`config.mk`:
```
export PLATFORM = sky130hd
export DESIGN_NAME = eth_img_pkt_sched
export DESIGN_NICKNAME = d
export VERILOG_FILES = /design/src/rtl/eth_img_pkg.sv /design/src/rtl/eth_rr_arbiter.sv /design/src/rtl/eth_img_pkt_sched.sv
export SDC_FILE = /design/constraint.sdc
export NUM_CORES = 1
export LEC_CHECK = 0
export BUFFER_PORTS_ARGS = -buffer_cell sky130_fd_sc_hd__buf_4
export CORE_MARGIN = 5
export CORE_UTILIZATION = 30
export CTS_CLUSTER_SIZE = 40
export DETAILED_ROUTE_END_ITERATION = 7
export GPL_TIMING_DRIVEN = 0
export MAX_ROUTING_LAYER = met4
export SYNTH_ARGS = -nofsm -noshare
export SYNTH_HDL_FRONTEND = slang
export SYNTH_SLANG_ARGS = --single-unit
```
`constraint.sdc`:
```
create_clock -name eth_tx_clk -period 4.6 [get_ports eth_tx_clk]
set_clock_uncertainty 0.15 [all_clocks]
set_input_delay 0 -clock eth_tx_clk [delete_from_list [all_inputs] [get_ports eth_tx_clk]]
set_output_delay 0 -clock eth_tx_clk [all_outputs]
set_load 0.01 [all_outputs]
```
`src/rtl/eth_img_pkg.sv`:
```
// Shared types and helpers for the channel-tagged image packet scheduler.
package eth_img_pkg;

    localparam logic [31:0] FRAME_HEAD_DEF = 32'hf05aa50f;

    // Per-packet header word layout: {4'h0, ch[3:0], 7'h0, first, seq[15:0]}
    localparam int unsigned CH_LSB    = 24;
    localparam int unsigned FIRST_BIT = 16;
    localparam int unsigned SEQ_LSB   = 0;

    typedef enum logic [2:0] {
        StIdle,
        StArb,
        StStart,
        StSend,
        StGap
    } sched_state_e;

    function automatic logic [15:0] pkt_bytes(input logic first, input int unsigned pkt_words);
        int unsigned hdr;
        hdr = first ? 3 : 1;
        return 16'(4 * (hdr + pkt_words));
    endfunction

    function automatic logic [31:0] pkt_word0(input logic [3:0] ch, input logic first,
                                              input logic [15:0] seq);
        logic [31:0] w;
        w = '0;
        w[CH_LSB +: 4]   = ch;
        w[FIRST_BIT]     = first;
        w[SEQ_LSB +: 16] = seq;
        return w;
    endfunction

endpackage

```
`src/rtl/eth_rr_arbiter.sv`:
```
// Round-robin picker: first requester after the last granted index, wrapping.
module eth_rr_arbiter #(
    parameter int unsigned NUM_CH = 4
) (
    input  logic              clk,
    input  logic              rst,
    input  logic [NUM_CH-1:0] req,
    input  logic              advance,
    output logic              grant_valid,
    output logic [3:0]        grant_idx
);

    logic [3:0] last_grant;
    logic       found_hi, found_lo;
    logic [3:0] idx_hi, idx_lo;

    // Descending scans leave the lowest matching index above / at-or-below the pointer.
    always_comb begin
        found_hi = 1'b0;
        found_lo = 1'b0;
        idx_hi   = '0;
        idx_lo   = '0;
        for (int i = NUM_CH - 1; i >= 0; i--) begin
            if (req[i] && (4'(i) > last_grant)) begin
                found_hi = 1'b1;
                idx_hi   = 4'(i);
            end
            if (req[i] && (4'(i) <= last_grant)) begin
                found_lo = 1'b1;
                idx_lo   = 4'(i);
            end
        end
        grant_valid = found_hi | found_lo;
        grant_idx   = found_hi ? idx_hi : idx_lo;
    end

    always_ff @(posedge clk or posedge rst) begin
        if (rst) begin
            last_grant <= 4'(NUM_CH - 1);
        end else if (advance) begin
            last_grant <= grant_idx;
        end
    end

endmodule

```
`src/rtl/eth_img_pkt_sched.sv`:
```
// Round-robin multi-channel UDP packet scheduler with per-packet and frame headers.
module eth_img_pkt_sched
    import eth_img_pkg::*;
#(
    parameter int unsigned NUM_CH     = 4,
    parameter int unsigned LEVEL_W    = 11,
    parameter int unsigned PKT_WORDS  = 240,
    parameter int unsigned IFG_CYCLES = 800,
    parameter logic [15:0] H_PIXEL    = 16'd960,
    parameter logic [15:0] V_PIXEL    = 16'd540,
    parameter logic [31:0] FRAME_HEAD = FRAME_HEAD_DEF
) (
    input  logic                      eth_tx_clk,
    input  logic                      eth_rst,
    input  logic                      transfer_flag,
    input  logic [NUM_CH-1:0]         ch_enable,
    input  logic [NUM_CH-1:0]         ch_frame_start,
    input  logic [NUM_CH*LEVEL_W-1:0] ch_rd_level,
    input  logic [NUM_CH*32-1:0]      ch_rd_data,
    output logic [NUM_CH-1:0]         ch_rd_en,
    input  logic                      udp_tx_req,
    input  logic                      udp_tx_done,
    output logic                      udp_tx_start_en,
    output logic [15:0]               udp_tx_byte_num,
    output logic [31:0]               udp_tx_data,
    output logic [3:0]                cur_ch,
    output logic                      err_overrun
);

    sched_state_e      state;
    logic [NUM_CH-1:0] eligible;
    logic [NUM_CH-1:0] pending_first;
    logic [15:0]       seq [NUM_CH];
    logic              grant_valid, grant_take, grant_first;
    logic [3:0]        grant_idx;
    logic [15:0]       grant_seq;
    logic              first;
    logic [15:0]       seq_cur, hdr_len, word_cnt;
    logic [31:0]       gap_cnt, hdr_word, hdr_data, rd_word;
    logic              sel_payload, in_hdr, in_payload;

    always_comb begin
        eligible    = '0;
        grant_first = 1'b0;
        grant_seq   = '0;
        rd_word     = '0;
        ch_rd_en    = '0;
        in_hdr      = word_cnt < hdr_len;
        in_payload  = !in_hdr && (word_cnt < hdr_len + 16'(PKT_WORDS));
        for (int i = 0; i < NUM_CH; i++) begin
            eligible[i] = ch_enable[i] && (32'(ch_rd_level[i*LEVEL_W +: LEVEL_W]) >= PKT_WORDS);
            if (grant_idx == 4'(i)) begin
                grant_first = pending_first[i];
                grant_seq   = seq[i];
            end
            if (cur_ch == 4'(i)) begin
                rd_word     = ch_rd_data[i*32 +: 32];
                ch_rd_en[i] = (state == StSend) && udp_tx_req && in_payload;
            end
        end
        if (word_cnt == 16'd0) begin
            hdr_word = pkt_word0(cur_ch, first, seq_cur);
        end else if (word_cnt == 16'd1) begin
            hdr_word = FRAME_HEAD;
        end else begin
            hdr_word = {H_PIXEL, V_PIXEL};
        end
    end

    assign grant_take  = (state == StArb) && transfer_flag && grant_valid;
    // FIFO data has one cycle of read latency, so payload words bypass the output register.
    assign udp_tx_data = sel_payload ? rd_word : hdr_data;

    eth_rr_arbiter #(
        .NUM_CH(NUM_CH)
    ) u_arb (
        .clk        (eth_tx_clk),
        .rst        (eth_rst),
        .req        (eligible),
        .advance    (grant_take),
        .grant_valid(grant_valid),
        .grant_idx  (grant_idx)
    );

    always_ff @(posedge eth_tx_clk or posedge eth_rst) begin
        if (eth_rst) begin
            state           <= StIdle;
            cur_ch          <= '0;
            first           <= 1'b0;
            seq_cur         <= '0;
            hdr_len         <= '0;
            word_cnt        <= '0;
            gap_cnt         <= '0;
            udp_tx_byte_num <= '0;
            udp_tx_start_en <= 1'b0;
            err_overrun     <= 1'b0;
            sel_payload     <= 1'b0;
            hdr_data        <= '0;
        end else begin
            udp_tx_start_en <= 1'b0;
            sel_payload     <= 1'b0;
            hdr_data        <= '0;
            if (udp_tx_req && (state != StSend)) begin
                err_overrun <= 1'b1;
            end
            unique case (state)
                StIdle: begin
                    if (transfer_flag) state <= StArb;
                end
                StArb: begin
                    if (!transfer_flag) begin
                        state <= StIdle;
                    end else if (grant_valid) begin
                        cur_ch          <= grant_idx;
                        first           <= grant_first;
                        seq_cur         <= grant_seq;
                        hdr_len         <= grant_first ? 16'd3 : 16'd1;
                        udp_tx_byte_num <= pkt_bytes(grant_first, PKT_WORDS);
                        udp_tx_start_en <= 1'b1;
                        state           <= StStart;
                    end
                end
                StStart: begin
                    word_cnt <= '0;
                    state    <= StSend;
                end
                StSend: begin
                    if (udp_tx_req) begin
                        if (word_cnt != '1) word_cnt <= word_cnt + 16'd1;
                        if (in_hdr) begin
                            hdr_data <= hdr_word;
                        end else if (in_payload) begin
                            sel_payload <= 1'b1;
                        end else begin
                            err_overrun <= 1'b1;
                        end
                    end
                    if (udp_tx_done) begin
                        gap_cnt <= IFG_CYCLES;
                        state   <= StGap;
                    end
                end
                StGap: begin
                    if (gap_cnt == '0) begin
                        state <= StArb;
                    end else begin
                        gap_cnt <= gap_cnt - 32'd1;
                    end
                end
                default: state <= StIdle;
            endcase
        end
    end

    // A frame start wins over a coincident grant: the granted packet keeps the old state.
    always_ff @(posedge eth_tx_clk or posedge eth_rst) begin
        if (eth_rst) begin
            pending_first <= '0;
            for (int i = 0; i < NUM_CH; i++) seq[i] <= '0;
        end else begin
            for (int i = 0; i < NUM_CH; i++) begin
                if (ch_frame_start[i]) begin
                    pending_first[i] <= 1'b1;
                    seq[i]           <= '0;
                end else if (grant_take && (grant_idx == 4'(i))) begin
                    pending_first[i] <= 1'b0;
                    seq[i]           <= seq[i] + 16'd1;
                end
            end
        end
    end

endmodule
```
==> results.cfg <==
[logic_synthesis]
syn_area_um2 = 10100
synth_cells = 1055
ys_types = 70
synth-main-ff-cell = dfrtp_1
synth_top_area_cell = dfrtp_1
synth_edf_count = 0
async_flop_share_pct = 100
yosysSeqAreaShare_pct = 41.1
yosysWarnings = 0
avgSynthCellArea_um2 = 9.59
synth_top_area_share_pct = 40.6
synth-seq-cells = 166
synthTopCellsByArea = dfrtp_1, mux4_2, nor2_1

[clock_tree]
cts_setup_buffers = 0
clk_pin_slew_ns = 0.07
cts_root_buf = clkbuf_16
cts_sinks = 166
cts_tree = built
post_cts_resized = 0
htreeDepth = 4
worst_skew_pair.late_latency_ns = 0.43
cts_buffers = 17
clockBufferDepth = 2

[finish]
postLayoutCellArea_um2 = 13000
fillers = 3324
nets = 1502
num_antenna_cells = 0
drive_gt1_share_pct = 26.4
final_core_util_pct = 38.9
syn2layout_area_growth_pct = 28.6

[placement]
post_dp_cell_area_um2 = 12400
place_congestion = 0.933
io_buffers = 211
dp_hpwl_mm = 25.5

[route]
final_antenna_net_count = 0
via_per_inst = 5.25
drc_errors = 0
dr.pass1.iters = 7
first_iter_violations = 576
routed_wl_mm = 32.3
dr_total_vias = 9279
wl_per_cell_um = 18.2

[critical_path]
cp-end-kind = output port
startpoint_type = register
worst_path_max_delay_cell = buf_1
critPathTopFamily = buffers and inverters
critPathMaxFanout = 10
crit_type = reg2out
worstPathArrival_ns = 3.11
slowest_delay_ns = 0.68
crit_buf_inv = 3
critPathRequiredTime_ns = 4.45
path_cells = clkbuf_1 -> buf_1 -> mux4_2 -> mux2_2 -> buf_4

[sta]
slew_headroom_pct = 45.6
hold_violations = 0
period_minus_slack_ns = 3.26
finalCritPeriodShare_pct = 70.8
setup_viol = 0
rsz0062_at_grt = false
finalSetupTns_ns = 0
fmax_mhz = 307
maxSlewViolCount = 0
tightestPinTransition_ns = 0.815

[floorplan]
die-area_um2 = 37500
core-area_um2 = 33400
start_util_pct = 30.2
num_rows = 67
boundaryPins = 243
die_h_um = 194
die_w_um = 194

[power]
power.leakage_nw = 5.67
ir_drop_mv = 0.265
power_density_nw_per_um2 = 392

[run_status]
status = complete, no violations

[global_routing]
grt_max_degree = 41
grt_pass1_vias = 9034
antenna_found_initial = 0
grt_usage_pct = 17.4
grt_pass1_wl_mm = 51.5
grt-ovfl-total = 0

[hold_path]
hold_path_class = in2async

[run]
maxCapViolCount = 0
==> worst reg2reg max path: cells and delay by family, from the launching register on <==
kind,cells,cell delay [ns]
fa+ha+maj,1,0.26
compound gates,1,0.68
buf+inv,2,0.50
flops,1,0.41
simple gates,3,1.15
==> flip-flops by register name (all words and copies together), names as in the netlist, 3 cells and up <==
register and cells:
hdr_data 22, word_cnt 16, pending_first 4, seq_cur 16, seq 64, state 3
gap_cnt 32
==> layout by cell type, fill, tap and decap left out, drive strengths merged, types with 26 or more instances in the layout <==
cell and n:
dfrtp 164, clkbuf 63, mux4 32, a21oi 65, inv 38, nor3 34, o21ai 61, and3 26
nand3 34, buf 246, or3 32, nand2 66, mux2 29, nor2 96
==> cell usage after synthesis, drive strengths merged, types with 5 or more instances <==
| library cell | n |
|---|---|
| or3 | 32 |
| mux4 | 32 |
| xor2 | 24 |
| nor3 | 34 |
| o21ai | 61 |
| o31ai | 18 |
| nor2 | 96 |
| o2111ai | 8 |
| clkbuf | 45 |
| o21a | 8 |
| a21o | 11 |
| inv | 31 |
| nand2b | 8 |
| nand3 | 34 |
| and2 | 16 |
| xnor2 | 21 |
| a21oi | 65 |
| and3 | 26 |
| or4 | 23 |
| ha | 9 |
| dfrtp | 164 |
| and4 | 15 |
| a221oi | 10 |
| nand2 | 66 |
| mux2 | 29 |
| buf | 31 |
| nand4 | 19 |
| o211ai | 23 |
| a21boi | 10 |
| o221ai | 5 |
| nor2b | 9 |
| nor4 | 19 |
| o22ai | 6 |
==> metrics by stage <==
stage	instances	total power [mW]	setup slack, ns	hold slack, ns
global placement	1725	3.76	1.18	0.204
floorplan	1066	3.11	2.00	0.00473
finish	1769	5.10	1.34	0.0468
detailed placement	1729	3.78	1.29	-0.0332
CTS	1769	5.14	1.24	0.0527
global route	1769	5.41	1.05	0.105
==> what timing repair did <==
item / CTS / global route
hold endpoints to repair: 90 / 0
hold buffers: 8 / 0
setup endpoints to repair: 0 / 0
==> where the power goes <==
part / leakage [nW] / total (mW) / switching (mW) / internal [mW]
clock network: 0.261 / 1.34 / 0.634 / 0.705
logic: 3.19 / 1.95 / 1.14 / 0.813
registers: 2.22 / 1.81 / 0.156 / 1.65
==> final timing paths <==
path / start / end / slack, ns / cells past startpoint
hold reg to reg: err_overrun / err_overrun / 0.33 / 1
min in group eth_tx_clk: ch_enable[0] / seq[50] / 0.19 / 6
setup / recovery: cur_ch[0] / udp_tx_data[9] / 1.34 / 5
max in group asynchronous: eth_rst / u_arb.last_grant[1] / 3.09 / 6
setup reg to reg: udp_tx_byte_num[3] / hdr_data[14] / 1.40 / 7
hold / removal: eth_rst / hdr_data[11] / 0.05 / 3
==> per-layer routing <==
metal | vias up | global-route usage [%] | routed length (um)
li1 | 4437 | - | -
met1 | 4499 | 21.7 | 13800
met2 | 323 | 29.3 | 15900
met3 | 20 | 3.90 | 2210
met4 | 0 | 3.49 | 319
met5 | - | - | 0
==> cell type report <==
type | count | area (um^2) | area share, %
Timing Repair Buffer | 223 | 1740 | 13.4
Multi-Input combinational cell | 793 | 5520 | 42.4
Sequential cell | 166 | 4160 | 32.0
Clock buffer | 18 | 429 | 3.30
Tap cell | 448 | 561 | 4.31
Inverter | 31 | 120 | 0.924
Clock inverter | 14 | 114 | 0.875
Buffer | 76 | 365 | 2.81
==> logic make-up after synthesis <==
family	after synthesis	synth area share, %
AND/OR/NAND/NOR	406	21.7
AO/OA/AOI/OAI	257	16.8
flip-flops	166	41.1
buffers and inverters	107	4.76
multiplexers	64	10.7
XOR/XNOR	45	3.90
adder cells (fa/ha/maj)	9	1.11
other	1	0.0371
Power figures use the tool's default switching activity.
